$ cat src/rtl/int_commit_receiver_pkg.sv
// +--------------------------------------------------------------------+
// | int_commit_receiver_pkg                                            |
// | Shared constants and entry layout for the Int write-back commit.   |
// | Rev 1.0                                                            |
// +--------------------------------------------------------------------+
`default_nettype none

package int_commit_receiver_pkg;

   localparam int COMMIT_FIFO_DEPTH_LOG2 = 2;
   localparam int RS_ADDR_W_DEF          = 3;
   localparam int EXC_W_DEF              = 4;
   localparam int DATA_W_DEF             = 32;

   localparam logic [EXC_W_DEF-1:0] EXC_TYPE_NULL = '0;

   typedef struct packed {
      logic [RS_ADDR_W_DEF-1:0] addr;
      logic [EXC_W_DEF-1:0]     exc;
      logic [DATA_W_DEF-1:0]    data;
   } commit_entry_t;

endpackage

`default_nettype wire

$ cat src/rtl/int_commit_receiver_commit_fifo.sv
// +--------------------------------------------------------------------+
// | commit_fifo                                                        |
// | Generic synchronous FIFO, count-based full/empty, combinational    |
// | head (zero when empty), registered free-slot credit.               |
// | Rev 1.0                                                            |
// +--------------------------------------------------------------------+
`default_nettype none

module commit_fifo
   import int_commit_receiver_pkg::*;
#(
   parameter int WIDTH      = 39,
   parameter int DEPTH_LOG2 = COMMIT_FIFO_DEPTH_LOG2
) (
   input  logic                  clk,
   input  logic                  rst,
   input  logic                  clear,
   input  logic                  push,
   input  logic                  pop,
   input  logic [WIDTH-1:0]      din,
   output logic [WIDTH-1:0]      head,
   output logic                  valid,
   output logic                  full,
   output logic [DEPTH_LOG2:0]   count,
   output logic [DEPTH_LOG2:0]   free
);

   localparam int c_depth = 1 << DEPTH_LOG2;
   localparam logic [DEPTH_LOG2:0] c_depth_cnt = (DEPTH_LOG2 + 1)'(c_depth);

   logic [WIDTH-1:0]      r_mem [c_depth];
   logic [DEPTH_LOG2-1:0] r_head;
   logic [DEPTH_LOG2-1:0] r_tail;
   logic [DEPTH_LOG2:0]   r_count;
   logic [DEPTH_LOG2:0]   r_free;

   logic                  w_pop_ok;
   logic                  w_push_ok;
   logic [DEPTH_LOG2:0]   w_count_nxt;

   // A push into a full FIFO is only accepted when the head leaves this cycle.
   assign w_pop_ok    = pop && (r_count != '0);
   assign w_push_ok   = push && ((r_count != c_depth_cnt) || w_pop_ok);
   assign w_count_nxt = r_count + {{DEPTH_LOG2{1'b0}}, w_push_ok}
                                - {{DEPTH_LOG2{1'b0}}, w_pop_ok};

   always_ff @(posedge clk) begin
      if (!rst || clear) begin
         r_head  <= '0;
         r_tail  <= '0;
         r_count <= '0;
         r_free  <= c_depth_cnt;
      end else begin
         if (w_push_ok) r_tail <= r_tail + 1'b1;
         if (w_pop_ok)  r_head <= r_head + 1'b1;
         r_count <= w_count_nxt;
         r_free  <= c_depth_cnt - w_count_nxt;
      end
   end

   always_ff @(posedge clk) begin
      if (rst && !clear && w_push_ok) r_mem[r_tail] <= din;
   end

   assign valid = (r_count != '0);
   assign full  = (r_count == c_depth_cnt);
   assign count = r_count;
   assign free  = r_free;
   assign head  = valid ? r_mem[r_head] : '0;

endmodule

`default_nettype wire

$ cat src/rtl/int_commit_receiver.sv
// +--------------------------------------------------------------------+
// | int_commit_receiver                                                |
// | Int WB commit receiver: done flags, commit FIFO, ROB drain port.   |
// | Rev 1.0                                                            |
// +--------------------------------------------------------------------+
`default_nettype none

module int_commit_receiver
   import int_commit_receiver_pkg::*;
#(
   parameter int RS_ADDR_W  = RS_ADDR_W_DEF,
   parameter int EXC_W      = EXC_W_DEF,
   parameter int DATA_W     = DATA_W_DEF,
   parameter int DEPTH_LOG2 = COMMIT_FIFO_DEPTH_LOG2
) (
   input  logic                    clk,
   input  logic                    rst,
   input  logic                    commit_en,
   input  logic [RS_ADDR_W-1:0]    commit_addr,
   input  logic [EXC_W-1:0]        commit_exc_type,
   input  logic [DATA_W-1:0]       commit_data,
   input  logic                    release_en,
   input  logic [RS_ADDR_W-1:0]    release_addr,
   input  logic                    flush,
   output logic [2**RS_ADDR_W-1:0] done_mask,
   output logic                    rob_valid,
   input  logic                    rob_ready,
   output logic [RS_ADDR_W-1:0]    rob_rs_addr,
   output logic [EXC_W-1:0]        rob_exc_type,
   output logic                    rob_is_exc,
   output logic [DATA_W-1:0]       rob_data,
   output logic [DEPTH_LOG2:0]     free_slots,
   output logic                    overflow
);

   localparam int c_entry_w = RS_ADDR_W + EXC_W + DATA_W;
   localparam int c_rs_n    = 2 ** RS_ADDR_W;

   logic [c_entry_w-1:0]  w_push_entry;
   logic [c_entry_w-1:0]  w_head_entry;
   logic                  w_push;
   logic                  w_pop;
   logic                  w_full;
   logic [DEPTH_LOG2:0]   w_count;
   logic [c_rs_n-1:0]     w_set_vec;
   logic [c_rs_n-1:0]     w_clr_vec;
   logic [c_rs_n-1:0]     r_done_mask;
   logic                  r_overflow;

   assign w_push_entry = {commit_addr, commit_exc_type, commit_data};
   assign w_push       = commit_en && !flush;
   assign w_pop        = rob_valid && rob_ready;

   commit_fifo #(
      .WIDTH      (c_entry_w),
      .DEPTH_LOG2 (DEPTH_LOG2)
   ) u_commit_fifo (
      .clk   (clk),
      .rst   (rst),
      .clear (flush),
      .push  (w_push),
      .pop   (w_pop),
      .din   (w_push_entry),
      .head  (w_head_entry),
      .valid (rob_valid),
      .full  (w_full),
      .count (w_count),
      .free  (free_slots)
   );

   assign w_set_vec = commit_en  ? (c_rs_n'(1) << commit_addr)  : '0;
   assign w_clr_vec = release_en ? (c_rs_n'(1) << release_addr) : '0;

   // Set is applied after clear so a same-entry commit/release keeps the flag.
   always_ff @(posedge clk) begin
      if (!rst) begin
         r_done_mask <= '0;
         r_overflow  <= 1'b0;
      end else if (flush) begin
         r_done_mask <= '0;
      end else begin
         r_done_mask <= (r_done_mask & ~w_clr_vec) | w_set_vec;
         if (commit_en && w_full && !w_pop) r_overflow <= 1'b1;
      end
   end

   assign done_mask    = r_done_mask;
   assign overflow     = r_overflow;
   assign rob_rs_addr  = w_head_entry[c_entry_w-1 -: RS_ADDR_W];
   assign rob_exc_type = w_head_entry[DATA_W +: EXC_W];
   assign rob_data     = w_head_entry[DATA_W-1:0];
   assign rob_is_exc   = (rob_exc_type != EXC_W'(EXC_TYPE_NULL));

   logic w_unused;
   assign w_unused = ^w_count;

endmodule

`default_nettype wire
$ cat config.mk
export PLATFORM = sky130hd
export DESIGN_NAME = int_commit_receiver
export DESIGN_NICKNAME = d
export VERILOG_FILES = /design/src/rtl/int_commit_receiver_pkg.sv /design/src/rtl/int_commit_receiver_commit_fifo.sv /design/src/rtl/int_commit_receiver.sv
export SDC_FILE = /design/constraint.sdc
export NUM_CORES = 1
export LEC_CHECK = 0
export BUFFER_PORTS_ARGS = -buffer_cell sky130_fd_sc_hd__buf_4
export CAP_MARGIN = 20
export CORE_ASPECT_RATIO = 1.75
export CORE_MARGIN = 8
export CORE_UTILIZATION = 40
export CTS_CLUSTER_DIAMETER = 100
export DETAILED_ROUTE_END_ITERATION = 10
export PLACE_DENSITY = 0.73
export SYNTH_ARGS = -nofsm -noshare
export SYNTH_HDL_FRONTEND = slang
export SYNTH_SLANG_ARGS = --single-unit
$ cat constraint.sdc
create_clock -name clk -period 2.6 [get_ports clk]
set_input_delay 0.78 -clock clk [delete_from_list [all_inputs] [get_ports clk]]
set_output_delay 0.78 -clock clk [all_outputs]
set_load 0.02 [all_outputs]
---- After elaboration in Yosys (flattened, before gate mapping) ----
Memory sizes are Yosys's and may differ from the RTL's. A register that Yosys moved wholly into a read port is not among the register bits.
Cells that the tools add are included.
operators by class
  bitwise logic cells ..................... 5
  equal/unequal tests ..................... 2
  shifts and indexed selects .............. 2
  multiplexer cells ....................... 7
  add/sub/neg operators ................... 5
  reduce and logical (&&, ||, !) cells .... 17
operators with widths
  kind                                                               count
  39-bit 2-to-1 mux                                                  1
  8-bit 2-to-1 mux                                                   2
  1-bit by 3-bit << shifter with 8-bit output, first input constant  2
  8-bit AND                                                          1
  1-bit logical AND                                                  8
  8-bit NOT                                                          1
  8-bit bitwise OR                                                   1
  2-bit by 1-bit adder with 2-bit output, second input constant      2
  2-bit 2-to-1 mux                                                   2
  4-bit nonzero test                                                 1
  3-bit by 1-bit adder with 3-bit output                             1
  3-bit equality test, second input constant                         1
  1-bit zero test                                                    3
  3-bit inequality test, second input constant                       1
  3-bit nonzero test                                                 1
  3-bit by 1-bit subtractor with 3-bit output                        1
  3-bit subtractor, first input constant                             1
  1-bit logical OR                                                   2
  1-bit 2-to-1 mux                                                   2
  1-bit NOT                                                          2
  2-bit AND reduction                                                1
  2-bit OR reduction                                                 1
storage, ports and cells
  register bits after elaboration ......... 19
  RAM bits ................................ 156
  memories kept ........................... 1
  word-level logic and storage cells ...... 45
memories
  memory               depth  bits a word  rd ports  clocked after memory_dff  wr ports  RTL line                               RTL
  u_commit_fifo.r_mem  4      39           1         1                         1         int_commit_receiver_commit_fifo.sv:31  logic [WIDTH-1:0] r_mem [c_depth];

---- Logic depth before layout (Yosys ltp) ----
Gate-level depths: netlist (run 1).
  depth in word-level cells ............... 8
  depth in mapped cells ................... 11

---- By module ----
From an unflattened synthesis (run 1), not the netlist that was laid out.
second synthesis, totals
  cell total of the unflattened synthesis .. 345
  area, all modules ....................... 6880.3 um2
by module, submodules not included
  module               seq. area each (um2)  area each (um2)  cells an instance  times used
  commit_fifo          4904.7                6438.7           304                1
  int_commit_receiver  180.2                 441.7            41                 1

---- Worst setup path before layout (run 1) ----
No wires, ideal clock.
  path type ............................... input port to flip-flop
  start ................................... in flush
  end ..................................... mem u_commit_fifo.r_mem[0][0], enable pin
  stages .................................. 3
  path slack .............................. 0.075 ns
  arrival time ............................ 2.124 ns
  buffers on the path ..................... 0
  cells stage by stage .................... nand2b_1 nor2_1 and3_1
between the ends
  cells in the longest elaborated chain, start to end .. 6
RTL lines
  item                                    RTL line                               RTL
  from (decl)                             int_commit_receiver.sv:24              input logic flush,
  1-bit zero test                         int_commit_receiver.sv:51              assign w_push = commit_en && !flush;
  1-bit logical AND                       int_commit_receiver.sv:51
  1-bit logical AND                       int_commit_receiver_commit_fifo.sv:43  assign w_push_ok = push && ((r_count != c_depth_cnt) || w_pop_ok);
  net u_commit_fifo.w_push_ok             int_commit_receiver_commit_fifo.sv:38  logic w_push_ok;
  1-bit logical AND                       int_commit_receiver_commit_fifo.sv:62  if (rst && !clear && w_push_ok) r_mem[r_tail] <= din;
  1-bit 2-to-1 mux                        int_commit_receiver_commit_fifo.sv:62
  1-bit 2-to-1 mux (not written as such)  int_commit_receiver_commit_fifo.sv:62
  to (decl)                               int_commit_receiver_commit_fifo.sv:31
The timed path passes the listed nets, and every way through them passes these cells.

==> report_table.html, run 1 <==
<table>
<tr><th>Metric</th><th>Value</th></tr>
<tr><th colspan="2">Timing</th></tr>
<tr><td>Highest clock rate</td><td>360 MHz</td></tr>
<tr><td>Post-route worst setup slack</td><td>-0.180 ns</td></tr>
<tr><td>Setup repair after global routing missed its margin</td><td>true</td></tr>
<tr><td>Least-Margin Pin Slew</td><td>0.592 ns</td></tr>
<tr><td>Clock Skews</td><td>0.0102 ns</td></tr>
<tr><td>Normalized max-slew margin</td><td>60.5%</td></tr>
<tr><td>Number of hold violations in the final report</td><td>0</td></tr>
<tr><td>Post-layout min period</td><td>2.78 ns</td></tr>
<tr><td>Setup violators final</td><td>39</td></tr>
<tr><td>Final count of pins violating max slew</td><td>0</td></tr>
<tr><td>Final worst path period share</td><td>107%</td></tr>
<tr><th colspan="2">Route</th></tr>
<tr><td>Overall via count from detail_route</td><td>3,640</td></tr>
<tr><td>Initial DRC Count</td><td>166</td></tr>
<tr><td>Remaining antenna violation count after routing</td><td>0</td></tr>
<tr><td>Routed wire length</td><td>14,200 microns</td></tr>
<tr><td>Total iterations of the first detailed-routing run</td><td>4</td></tr>
<tr><td>Final routed DRC violation total</td><td>0</td></tr>
<tr><td>Wire length per cell after detailed routing</td><td>19.7 microns</td></tr>
<tr><td>Post-detailed-route via-to-cell ratio</td><td>5.05</td></tr>
<tr><th colspan="2">Global routing</th></tr>
<tr><td>First-pass GRT wire length</td><td>21,800 microns</td></tr>
<tr><td>Largest net degree at the start of global routing</td><td>42</td></tr>
<tr><td>Vias in the first global route</td><td>4,041</td></tr>
<tr><td>Initial antenna violation count</td><td>0</td></tr>
<tr><td>Combined global-route utilization of all metal layers</td><td>13.6%</td></tr>
<tr><td>Total grt overflow</td><td>0</td></tr>
<tr><th colspan="2">Outcome</th></tr>
<tr><td>Run status</td><td>finished, violations left</td></tr>
<tr><td>Violations in the final reports</td><td>setup timing</td></tr>
<tr><th colspan="2">Setup path</th></tr>
<tr><td>Worst reg2reg startpoint</td><td>u_commit_fifo.count[2]</td></tr>
<tr><td>Critical Path RT</td><td>1.82 ns</td></tr>
<tr><td>Worst EP arrival</td><td>2.00 ns</td></tr>
<tr><td>CP Capture Type</td><td>output port</td></tr>
<tr><td>Peak fanout along the critical path</td><td>4</td></tr>
<tr><td>Setup CP Type</td><td>flop to output port</td></tr>
<tr><td>Setup slack on the worst flop-to-flop path</td><td>0.21 ns</td></tr>
<tr><td>Worst R2R Path Depth</td><td>10</td></tr>
<tr><td>R2R Path End</td><td>u_commit_fifo.free[2]</td></tr>
<tr><td>Kind of start point of the critical path</td><td>flop</td></tr>
<tr><th colspan="2">Yosys</th></tr>
<tr><td>Async set or reset register ratio after synthesis</td><td>0%</td></tr>
<tr><td>Top cells by area in the synthesized netlist</td><td>edfxtp_1 69%, mux4_2 13%, dfxtp_1 5.9%</td></tr>
<tr><td>Most used flip-flop cell after synthesis</td><td>edfxtp_1</td></tr>
<tr><td>Number of unique standard cell types used by synthesis</td><td>29</td></tr>
<tr><td>Number of cells produced by synthesis</td><td>356</td></tr>
<tr><td>Post-synthesis instance area</td><td>6840 sq um</td></tr>
<tr><td>Synthesized flop and latch total</td><td>176</td></tr>
<tr><td>Top-area cell type share of the netlist area</td><td>68.5%</td></tr>
<tr><td>Number of synthesized flops with an enable pin</td><td>156</td></tr>
<tr><td>Synthesis Warnings</td><td>0</td></tr>
<tr><td>Most repeated cell in the gate-level netlist after synthesis</td><td>edfxtp_1</td></tr>
<tr><td>Mean instance size in the synthesized netlist</td><td>19.2 sq um</td></tr>
<tr><td>Post-synth top area cell</td><td>edfxtp_1</td></tr>
<tr><td>Most instantiated cells after synthesis</td><td>156 x edfxtp_1, 45 x nor2b_1, 39 x mux4_2, 20 x dfxtp_1, 11 x a21oi_1</td></tr>
<tr><td>Sequential element share of the synthesized area</td><td>74.4%</td></tr>
<tr><td>Number of nets in the synthesized netlist</td><td>412</td></tr>
<tr><th colspan="2">Placed design</th></tr>
<tr><td>Post-placement setup slack</td><td>-0.0907 ns</td></tr>
<tr><td>Weighted congestion at the end of routability-driven global placement</td><td>0.753</td></tr>
<tr><td>Post-Place Cells</td><td>682</td></tr>
<tr><td>IO buf count</td><td>100</td></tr>
<tr><td>HPWL reported at the end of detailed placement</td><td>8840 microns</td></tr>
<tr><th colspan="2">Final layout</th></tr>
<tr><td>Layout cells sized above 1</td><td>41.1%</td></tr>
<tr><td>Area overhead of the layout relative to synthesis</td><td>27.7%</td></tr>
<tr><td>Final cell count without fillers</td><td>721</td></tr>
<tr><td>Filler cell count</td><td>1,390</td></tr>
<tr><td>Final layout net count</td><td>537</td></tr>
<tr><td>Diode count</td><td>0</td></tr>
<tr><th colspan="2">Floorplan</th></tr>
<tr><td>Area of the core region</td><td>16,900 sq um</td></tr>
<tr><td>Width of the die</td><td>115 microns</td></tr>
<tr><td>Total die area</td><td>21,700 sq um</td></tr>
<tr><td>Num ports</td><td>101</td></tr>
<tr><td>Initial standard-cell utilization of the core</td><td>40.5%</td></tr>
<tr><td>Die height</td><td>189 microns</td></tr>
<tr><td>Row count</td><td>63</td></tr>
<tr><th colspan="2">Clock network</th></tr>
<tr><td>Hold Buf Count CTS</td><td>0</td></tr>
<tr><td>Clock tree from TritonCTS</td><td>yes</td></tr>
<tr><td>Clock Sink Count</td><td>176</td></tr>
<tr><td>Max clock buf depth</td><td>2</td></tr>
<tr><td>H-tree depth reported by CTS</td><td>4</td></tr>
<tr><td>Clock-pin slew on the worst setup and hold paths</td><td>0.07 ns</td></tr>
<tr><td>Buffer type at the clock tree root</td><td>clkbuf_16</td></tr>
<tr><td>Worst-skew pair later-pin latency</td><td>0.42 ns</td></tr>
<tr><td>Number of buffers created by CTS</td><td>17</td></tr>
<tr><th colspan="2">Power</th></tr>
<tr><td>Switching Fraction</td><td>23.6%</td></tr>
<tr><td>Internal portion of total power</td><td>4760 uW</td></tr>
<tr><td>Sw power</td><td>1470 uW</td></tr>
<tr><td>Leakage power</td><td>0.00300 uW</td></tr>
<tr><td>Part of the power in registers</td><td>50.1%</td></tr>
<tr><td>Maximum resistive drop on vdd</td><td>0.000427 V</td></tr>
<tr><td>Power per unit of standard cell area</td><td>714 nW/um^2</td></tr>
<tr><td>Combinational cell fraction of total power</td><td>10.4%</td></tr>
<tr><td>Part of the total power dissipated in the clock network</td><td>39.5%</td></tr>
<tr><th colspan="2">Worst hold path</th></tr>
<tr><td>Endpoint of the worst hold-timing path</td><td>done_mask[6]</td></tr>
<tr><td>Hold path startpoint</td><td>done_mask[6]</td></tr>
<tr><td>Hold Path Stages</td><td>2</td></tr>
<tr><td>Classification of the worst-slack hold path</td><td>flop to flop</td></tr>
<tr><th colspan="2">Job</th></tr>
<tr><td>Total of max-cap violations</td><td>0</td></tr>
</table>
==> flip-flops by register name, indices dropped and copies added (netlist names), named ones only <==
| register | cells |
|---|---|
| u_commit_fifo.r_tail | 2 |
| u_commit_fifo.r_head | 2 |
| done_mask | 8 |
| u_commit_fifo.r_mem | 156 |
| overflow | 1 |
| u_commit_fifo.free | 3 |
| u_commit_fifo.count | 2 |
==> final cells by class <==
cell class                      instances  area (sq um)  share of cell area [%]
Tap cell                              227           284                    3.25
Clock inverter                         14           146                    1.68
Sequential cell                       176          5090                    58.4
Inverter                               10          37.5                   0.430
Timing Repair Buffer                  121          1070                    12.3
Clock buffer                           18           429                    4.92
Multi-Input combinational cell        155          1670                    19.1
==> power by group through the flow <==
stage	registers, uW	clock network (uW)	logic [uW]
floorplan	3190	0	319
global placement	3190	0	615
detailed placement	3190	0	629
CTS	3120	2530	647
global route	3130	2640	698
finish	3120	2460	647
==> per-stage QoR <==
stage / instance area (sq um) / setup TNS (ns) / power [uW] / utilization [%] / hold slack (ns)
3_5_place_dp: 8000 / -0.167 / 3820 / 47.4 / 0.478
5_1_grt: 8730 / -5.65 / 6460 / 51.7 / 0.505
2_1_floorplan: 6840 / 0 / 3510 / - / 0.484
4_1_cts: 8650 / -3.94 / 6300 / 51.3 / 0.492
3_3_place_gp: 8000 / -0.0917 / 3800 / 47.4 / 0.463
6_report: 8730 / -2.77 / 6230 / 51.7 / 0.493
==> worst max-delay path: stages (launching register included) <==
cell	delay (ns)
dfxtp_4	0.37
buf_12	0.12
mux4_2	0.56
nor4_4	0.31
nor2_1	0.07
buf_4	0.16
==> how the worst max path moves through the flow <==
stage,start,endpoint,depth (start not counted)
after global placement,rob_ready,u_commit_fifo.free[2],11
after CTS,flop,rob_data[6],5
after global routing,flop,rob_is_exc,5
after detailed placement,rob_ready,u_commit_fifo.free[2],11
after floorplan,flush,u_commit_fifo.r_mem[0][0],3
final,flop,rob_is_exc,5
==> layer usage <==
metal	global-route usage [%]	share of wire (%)	routed length, microns	vias to the layer above
li1	-	-	-	1655
met1	14.0	37	5190	1858
met2	24.6	55	7810	106
met3	3.73	5.3	756	21
met4	6.81	2.9	411	0
met5	0	0	0	-
==> cell families after synthesis <==
logic type      Yosys count  share of synthesized area [%]
compound gates           23                           1.85
xor+xnor                  4                          0.714
fa+ha+maj                 8                           1.57
buf+inv                  25                           1.67
flops                   176                           74.4
mux                      39                           12.9
simple gates             81                           6.96
==> cells in the final DEF, fill, tap and decap left out, types with 7 or more instances in the layout <==
| master | instances |
|---|---|
| edfxtp_1 | 156 |
| buf_4 | 107 |
| nor2b_1 | 43 |
| mux4_2 | 39 |
| clkbuf_16 | 18 |
| dfxtp_1 | 18 |
| a21oi_1 | 11 |
| inv_1 | 10 |
| buf_12 | 9 |
| nor2_1 | 8 |
| o21ai_0 | 8 |
| ha_1 | 7 |
==> what timing repair did <==
| item | 4_1_cts | 5_1_grt |
|---|---|---|
| gates resized for setup | 6 | 8 |
| cloned | 1 | 1 |
| pin swaps | 0 | 0 |
| setup endpoints to repair | 40 | 39 |
| buffers inserted | 3 | 2 |
Note: power is estimated with default switching activity, not from simulation.
==> inputs of run 2 (changes only) <==
==> constraint.sdc (replaced) <==
create_clock -name clk -period 2.47 [get_ports clk]
set_input_delay 0.741 -clock clk [delete_from_list [all_inputs] [get_ports clk]]
set_output_delay 0.741 -clock clk [all_outputs]
set_load 0.02 [all_outputs]
==> report_table.html, run 2 (synthesis results as in run 1) <==
<table>
<tr><th>Metric</th><th>Value</th></tr>
<tr><th colspan="2">Floorplan</th></tr>
<tr><td>Row count</td><td>63</td></tr>
<tr><td>Num ports</td><td>101</td></tr>
<tr><td>Initial standard-cell utilization of the core</td><td>40.5%</td></tr>
<tr><td>Area of the core region</td><td>16,900 sq um</td></tr>
<tr><td>Die height</td><td>189 microns</td></tr>
<tr><td>Total die area</td><td>21,700 sq um</td></tr>
<tr><td>Width of the die</td><td>115 microns</td></tr>
<tr><th colspan="2">Setup path</th></tr>
<tr><td>Worst R2R Path Depth</td><td>10</td></tr>
<tr><td>Critical Path RT</td><td>1.73 ns</td></tr>
<tr><td>Largest delay contributor family on the critical path</td><td>multiplexers</td></tr>
<tr><td>Setup CP Type</td><td>flop to output port</td></tr>
<tr><td>Worst reg2reg startpoint</td><td>u_commit_fifo.count[2]</td></tr>
<tr><td>Peak fanout along the critical path</td><td>7</td></tr>
<tr><td>Setup slack on the worst flop-to-flop path</td><td>0.10 ns</td></tr>
<tr><td>Worst EP arrival</td><td>1.95 ns</td></tr>
<tr><td>WP buf/inv</td><td>2</td></tr>
<tr><td>CP Capture Type</td><td>output port</td></tr>
<tr><td>Slowest stage cell, crit path</td><td>mux4_2</td></tr>
<tr><td>R2R Path End</td><td>u_commit_fifo.free[2]</td></tr>
<tr><td>Delay of the slowest cell on the worst path</td><td>0.52 ns</td></tr>
<tr><td>CP cell instances</td><td>buf_6, mux4_2, nor4_2, nor2_1, buf_4</td></tr>
<tr><td>Kind of start point of the critical path</td><td>flop</td></tr>
<tr><th colspan="2">Timing</th></tr>
<tr><td>Final worst path period share</td><td>109%</td></tr>
<tr><td>Setup violators final</td><td>38</td></tr>
<tr><td>Least-Margin Pin Slew</td><td>0.584 ns</td></tr>
<tr><td>Post-layout min period</td><td>2.69 ns</td></tr>
<tr><td>Setup repair after global routing missed its margin</td><td>true</td></tr>
<tr><td>Normalized max-slew margin</td><td>61.1%</td></tr>
<tr><td>Highest clock rate</td><td>372 MHz</td></tr>
<tr><td>Clock Skews</td><td>0.0113 ns</td></tr>
<tr><td>Number of hold violations in the final report</td><td>0</td></tr>
<tr><td>Final count of pins violating max slew</td><td>0</td></tr>
<tr><td>Post-route worst setup slack</td><td>-0.221 ns</td></tr>
<tr><th colspan="2">Route</th></tr>
<tr><td>Total iterations of the first detailed-routing run</td><td>4</td></tr>
<tr><td>Routed wire length</td><td>14,600 microns</td></tr>
<tr><td>Highest metal used</td><td>met4</td></tr>
<tr><td>Post-detailed-route via-to-cell ratio</td><td>4.95</td></tr>
<tr><td>Final routed DRC violation total</td><td>0</td></tr>
<tr><td>Overall via count from detail_route</td><td>3,617</td></tr>
<tr><td>Detail Route met2 WL</td><td>8370 microns</td></tr>
<tr><td>Wire length per cell after detailed routing</td><td>20.0 microns</td></tr>
<tr><td>Initial DRC Count</td><td>156</td></tr>
<tr><td>Total routed wire length on the met1 layer</td><td>5330 microns</td></tr>
<tr><td>Routed wl met3</td><td>608 microns</td></tr>
<tr><td>Remaining antenna violation count after routing</td><td>0</td></tr>
<tr><th colspan="2">Power</th></tr>
<tr><td>Leakage power</td><td>0.00315 uW</td></tr>
<tr><td>Part of the power in registers</td><td>46.8%</td></tr>
<tr><td>Sw power</td><td>1550 uW</td></tr>
<tr><td>Part of the total power dissipated in the clock network</td><td>41.8%</td></tr>
<tr><td>Maximum resistive drop on vdd</td><td>0.000401 V</td></tr>
<tr><td>Internal portion of total power</td><td>5480 uW</td></tr>
<tr><td>Total power draw</td><td>7030 uW</td></tr>
<tr><td>Switching Fraction</td><td>22.1%</td></tr>
<tr><td>Combinational cell fraction of total power</td><td>11.4%</td></tr>
<tr><td>Power per unit of standard cell area</td><td>781 nW/um^2</td></tr>
<tr><th colspan="2">Clock network</th></tr>
<tr><td>Worst-skew pair later-pin latency</td><td>0.42 ns</td></tr>
<tr><td>H-tree depth reported by CTS</td><td>4</td></tr>
<tr><td>Clock Sink Count</td><td>176</td></tr>
<tr><td>Max clock buf depth</td><td>2</td></tr>
<tr><td>Number of buffers created by CTS</td><td>17</td></tr>
<tr><td>Clock-pin slew on the worst setup and hold paths</td><td>0.07 ns</td></tr>
<tr><td>Clock tree from TritonCTS</td><td>yes</td></tr>
<tr><td>Buffer type at the clock tree root</td><td>clkbuf_16</td></tr>
<tr><th colspan="2">Final layout</th></tr>
<tr><td>Diode count</td><td>0</td></tr>
<tr><td>Most frequent cells in the layout</td><td>156 x edfxtp_1, 107 x buf_4, 41 x nor2b_1</td></tr>
<tr><td>Final layout net count</td><td>547</td></tr>
<tr><td>Most common cell after layout, fill and taps aside</td><td>edfxtp_1</td></tr>
<tr><td>Fin util</td><td>53.4%</td></tr>
<tr><td>Largest reg by FF count</td><td>u_commit_fifo.r_mem</td></tr>
<tr><td>Number of flip-flops in the largest register</td><td>156</td></tr>
<tr><td>Final cell count without fillers</td><td>731</td></tr>
<tr><td>Area overhead of the layout relative to synthesis</td><td>31.7%</td></tr>
<tr><td>Layout cells sized above 1</td><td>42.7%</td></tr>
<tr><th colspan="2">Job</th></tr>
<tr><td>Total of max-cap violations</td><td>0</td></tr>
<tr><th colspan="2">Global routing</th></tr>
<tr><td>Largest net degree at the start of global routing</td><td>42</td></tr>
<tr><td>First-pass GRT wire length</td><td>21,700 microns</td></tr>
<tr><td>Combined global-route utilization of all metal layers</td><td>13.4%</td></tr>
<tr><td>Total grt overflow</td><td>0</td></tr>
<tr><td>Initial antenna violation count</td><td>0</td></tr>
<tr><td>Vias in the first global route</td><td>4,079</td></tr>
<tr><th colspan="2">Worst hold path</th></tr>
<tr><td>Classification of the worst-slack hold path</td><td>flop to flop</td></tr>
<tr><td>Endpoint of the worst hold-timing path</td><td>done_mask[2]</td></tr>
<tr><td>Hold Path Stages</td><td>2</td></tr>
<tr><td>Hold path startpoint</td><td>done_mask[2]</td></tr>
<tr><th colspan="2">Outcome</th></tr>
<tr><td>Violations in the final reports</td><td>setup timing</td></tr>
<tr><td>Run status</td><td>finished, violations left</td></tr>
<tr><th colspan="2">Placed design</th></tr>
<tr><td>Weighted congestion at the end of routability-driven global placement</td><td>0.768</td></tr>
<tr><td>Post-placement setup slack</td><td>-0.256 ns</td></tr>
<tr><td>Post-Place Cells</td><td>688</td></tr>
<tr><td>IO buf count</td><td>100</td></tr>
<tr><td>HPWL reported at the end of detailed placement</td><td>9100 microns</td></tr>
</table>
run 2: cell types whose count changed in the layout (fill, tap and decap cells not counted), moves of 3 or more:
cell / delta
buf_6: +6
bufinv_16: +4
clkinvlp_4: -4
nor2b_4: +4
clkbuf_16: +3
run 2: power by group through the flow:
stage	clock network [uW]	registers [uW]	logic [uW]
6_report	2940	3290	801
5_1_grt	3090	3290	861
4_1_cts	3000	3290	696
3_5_place_dp	0	3360	682
3_3_place_gp	0	3350	661
2_1_floorplan	0	3360	336
run 2: per-stage QoR:
step	hold slack (ns)	cell area, sq um	TNS [ns]
2_1_floorplan	0.484	6840	0
3_3_place_gp	0.464	8070	-0.247
3_5_place_dp	0.463	8070	-0.426
4_1_cts	0.479	8800	-8.09
5_1_grt	0.496	9000	-8.74
6_report	0.481	9000	-5.71
run 2: what timing repair did:
item / 4_1_cts / 5_1_grt
setup endpoints to repair: 40 / 42
gates cloned: 1 / 5
setup buffers: 5 / 2
hold buffers: 0 / 0
resized for setup: 5 / 21
pin swaps: 0 / 2
run 2: worst max-delay path by stage:
stage,startpoint,end,slack [ns],depth (start not counted)
floorplan,rob_ready,u_commit_fifo.free[2],0.05,10
global placement,rob_ready,u_commit_fifo.free[2],-0.13,11
detailed placement,rob_ready,u_commit_fifo.free[2],-0.26,11
CTS,flop,rob_data[28],-0.26,5
global route,flop,rob_is_exc,-0.30,5
finish,flop,rob_is_exc,-0.22,5
run 2: worst min-delay path, cell delays in order, from the launching register on:
cell     delay (ns)
dfxtp_1        0.32
o31ai_1        0.06
a21oi_1        0.06
run 2: area by class of cell:
cell class	instances	area [sq um]
clock buffer	18	429
tap	227	284
sequential	176	5090
clock inverter	14	226
inverter	10	37.5
multi-input combinational	155	1690
timing repair buffer	131	1240
fill	1382	7870
run 2: metal layers:
layer | track usage, % | up-vias
li1 | - | 1663
met1 | 13.2 | 1852
met2 | 25.2 | 85
met3 | 3.32 | 17
met4 | 6.15 | 0
met5 | 0 | -
==> inputs of run 3 (changes only) <==
--- a/config.mk
+++ b/config.mk
@@ -12,7 +12,7 @@
 export CORE_UTILIZATION = 40
 export CTS_CLUSTER_DIAMETER = 100
 export DETAILED_ROUTE_END_ITERATION = 10
-export PLACE_DENSITY = 0.73
+export PLACE_DENSITY = 0.7
 export SYNTH_ARGS = -nofsm -noshare
 export SYNTH_HDL_FRONTEND = slang
 export SYNTH_SLANG_ARGS = --single-unit
==> constraint.sdc (replaced) <==
create_clock -name clk -period 2.9 [get_ports clk]
set_input_delay 0.87 -clock clk [delete_from_list [all_inputs] [get_ports clk]]
set_output_delay 0.87 -clock clk [all_outputs]
set_load 0.02 [all_outputs]
==> report_table.html, run 3 (synthesis results as in run 1) <==
<table>
<tr><th>Metric</th><th>Value</th></tr>
<tr><th colspan="2">Setup path</th></tr>
<tr><td>Setup slack on the worst flop-to-flop path</td><td>0.49 ns</td></tr>
<tr><td>Critical Path RT</td><td>2.03 ns</td></tr>
<tr><td>Slowest stage cell, crit path</td><td>mux4_2</td></tr>
<tr><td>Setup CP Type</td><td>flop to output port</td></tr>
<tr><td>Kind of start point of the critical path</td><td>flop</td></tr>
<tr><td>CP cell instances</td><td>mux4_2, nor4_4, nor2_1, buf_4</td></tr>
<tr><td>Delay of the slowest cell on the worst path</td><td>0.58 ns</td></tr>
<tr><td>Worst EP arrival</td><td>1.97 ns</td></tr>
<tr><td>CP Capture Type</td><td>output port</td></tr>
<tr><td>Worst reg2reg startpoint</td><td>u_commit_fifo.count[1]</td></tr>
<tr><td>Peak fanout along the critical path</td><td>8</td></tr>
<tr><th colspan="2">Global routing</th></tr>
<tr><td>Combined global-route utilization of all metal layers</td><td>13.4%</td></tr>
<tr><td>Largest net degree at the start of global routing</td><td>42</td></tr>
<tr><td>Vias in the first global route</td><td>3,972</td></tr>
<tr><td>Initial antenna violation count</td><td>1</td></tr>
<tr><td>First-pass GRT wire length</td><td>21,500 microns</td></tr>
<tr><td>Total grt overflow</td><td>0</td></tr>
<tr><th colspan="2">Clock network</th></tr>
<tr><td>Hold Buf Count CTS</td><td>0</td></tr>
<tr><td>Max clock buf depth</td><td>2</td></tr>
<tr><td>Clock Sink Count</td><td>176</td></tr>
<tr><td>Worst-skew pair later-pin latency</td><td>0.43 ns</td></tr>
<tr><td>Clock tree from TritonCTS</td><td>yes</td></tr>
<tr><td>Clock-pin slew on the worst setup and hold paths</td><td>0.07 ns</td></tr>
<tr><td>H-tree depth reported by CTS</td><td>4</td></tr>
<tr><td>Buffer type at the clock tree root</td><td>clkbuf_16</td></tr>
<tr><td>Number of buffers created by CTS</td><td>17</td></tr>
<tr><th colspan="2">Placed design</th></tr>
<tr><td>Weighted congestion at the end of routability-driven global placement</td><td>0.741</td></tr>
<tr><td>IO buf count</td><td>100</td></tr>
<tr><td>HPWL reported at the end of detailed placement</td><td>8730 microns</td></tr>
<tr><th colspan="2">Power</th></tr>
<tr><td>Power per unit of standard cell area</td><td>647 nW/um^2</td></tr>
<tr><td>Maximum resistive drop on vdd</td><td>0.000352 V</td></tr>
<tr><td>Total power draw</td><td>5570 uW</td></tr>
<tr><td>Leakage power</td><td>0.00294 uW</td></tr>
<tr><th colspan="2">Timing</th></tr>
<tr><td>Setup violators final</td><td>0</td></tr>
<tr><td>Hold slack</td><td>0.496 ns</td></tr>
<tr><td>Normalized max-slew margin</td><td>60.7%</td></tr>
<tr><td>Final worst path period share</td><td>98.0%</td></tr>
<tr><td>Clock Skews</td><td>0.0104 ns</td></tr>
<tr><td>Highest clock rate</td><td>352 MHz</td></tr>
<tr><td>Final count of pins violating max slew</td><td>0</td></tr>
<tr><td>Number of hold violations in the final report</td><td>0</td></tr>
<tr><td>Setup repair after global routing missed its margin</td><td>true</td></tr>
<tr><td>Least-Margin Pin Slew</td><td>0.590 ns</td></tr>
<tr><td>Post-layout min period</td><td>2.84 ns</td></tr>
<tr><th colspan="2">Floorplan</th></tr>
<tr><td>Num ports</td><td>101</td></tr>
<tr><td>Total die area</td><td>21,700 sq um</td></tr>
<tr><td>Width of the die</td><td>115 microns</td></tr>
<tr><td>Die height</td><td>189 microns</td></tr>
<tr><td>Area of the core region</td><td>16,900 sq um</td></tr>
<tr><td>Initial standard-cell utilization of the core</td><td>40.5%</td></tr>
<tr><td>Row count</td><td>63</td></tr>
<tr><th colspan="2">Route</th></tr>
<tr><td>Initial DRC Count</td><td>130</td></tr>
<tr><td>Wire length per cell after detailed routing</td><td>19.1 microns</td></tr>
<tr><td>Total iterations of the first detailed-routing run</td><td>4</td></tr>
<tr><td>Remaining antenna violation count after routing</td><td>0</td></tr>
<tr><td>Overall via count from detail_route</td><td>3,549</td></tr>
<tr><td>Final routed DRC violation total</td><td>0</td></tr>
<tr><td>Routed wire length</td><td>13,700 microns</td></tr>
<tr><td>Post-detailed-route via-to-cell ratio</td><td>4.97</td></tr>
<tr><th colspan="2">Worst hold path</th></tr>
<tr><td>Classification of the worst-slack hold path</td><td>flop to flop</td></tr>
<tr><td>Hold path startpoint</td><td>done_mask[5]</td></tr>
<tr><th colspan="2">Final layout</th></tr>
<tr><td>Layout cells sized above 1</td><td>39.7%</td></tr>
<tr><td>Largest reg by FF count</td><td>u_commit_fifo.r_mem</td></tr>
<tr><td>Area overhead of the layout relative to synthesis</td><td>25.8%</td></tr>
<tr><td>Most common cell after layout, fill and taps aside</td><td>edfxtp_1</td></tr>
<tr><td>Final layout net count</td><td>529</td></tr>
<tr><td>Most frequent cells in the layout</td><td>156 x edfxtp_1, 105 x buf_4, 45 x nor2b_1</td></tr>
<tr><td>Number of flip-flops in the largest register</td><td>156</td></tr>
<tr><th colspan="2">Job</th></tr>
<tr><td>Total of max-cap violations</td><td>0</td></tr>
<tr><th colspan="2">Outcome</th></tr>
<tr><td>Run status</td><td>finished clean</td></tr>
</table>
## run 3: changes by cell type in the layout (fill, tap and decap cells not counted), moves of 4 or more
cell       previous run  this run
buf_6                 9         0
bufinv_16             5         1
clkbuf_16            21        17
nor2b_1              41        45
nor2b_4               4         0
## run 3: per-stage QoR
step / area, sq um / setup TNS [ns] / worst slack, ns / utilization, % / instances
floorplan: 6840 / 0 / 0.285 / - / 356
global placement: 7980 / 0 / 0.140 / 47.3 / 678
detailed placement: 7980 / 0 / 0.120 / 47.3 / 678
CTS: 8580 / 0 / 0.0245 / 50.8 / 712
global route: 8600 / -0.111 / -0.0445 / 51.0 / 714
finish: 8600 / 0 / 0.0582 / 51.0 / 714
## run 3: worst max-delay path, delay by kind of cell (launching register included)
family,cells,cell delay [ns]
multiplexers,1,0.58
flip-flops,1,0.47
AND/OR/NAND/NOR,2,0.34
buffers and inverters,1,0.16
## run 3: area by class of cell
type	count	area, sq um
inverters	10	37.5
flip-flops and latches	176	5090
clock inverters	14	145
multi-input cells	155	1660
fillers	1387	8270
clock buffers	18	429
diodes	1	2.50
repair buffers	113	948
well taps	227	284
## run 3: timing repair
| action | in CTS | in global routing |
|---|---|---|
| setup buffers | 2 | 1 |
| pin swaps | 0 | 0 |
| endpoints found under the setup margin | 29 | 9 |
| gates cloned | 0 | 0 |
| gates resized for setup | 1 | 2 |
## run 3: worst paths after layout
check / endpoint / cells after the start
min: done_mask[5] / 2
min reg2reg: done_mask[5] / 2
max: rob_is_exc / 4
max reg2reg: u_commit_fifo.free[2] / 10
## run 3: report_power, final
part	switching (uW)	leakage [uW]	internal [uW]
Sequential	17.8	0.00157	2790
Clock	996	0.000275	1210
Combinational	301	0.00109	251
## run 3: metal layers
metal / global-route usage [%] / routed length, microns / part of all wire [%]
met5: 0 / 0 / 0
met4: 6.66 / 217 / 1.6
met3: 3.73 / 602 / 4.4
met2: 24.5 / 7640 / 56
met1: 13.4 / 5210 / 38
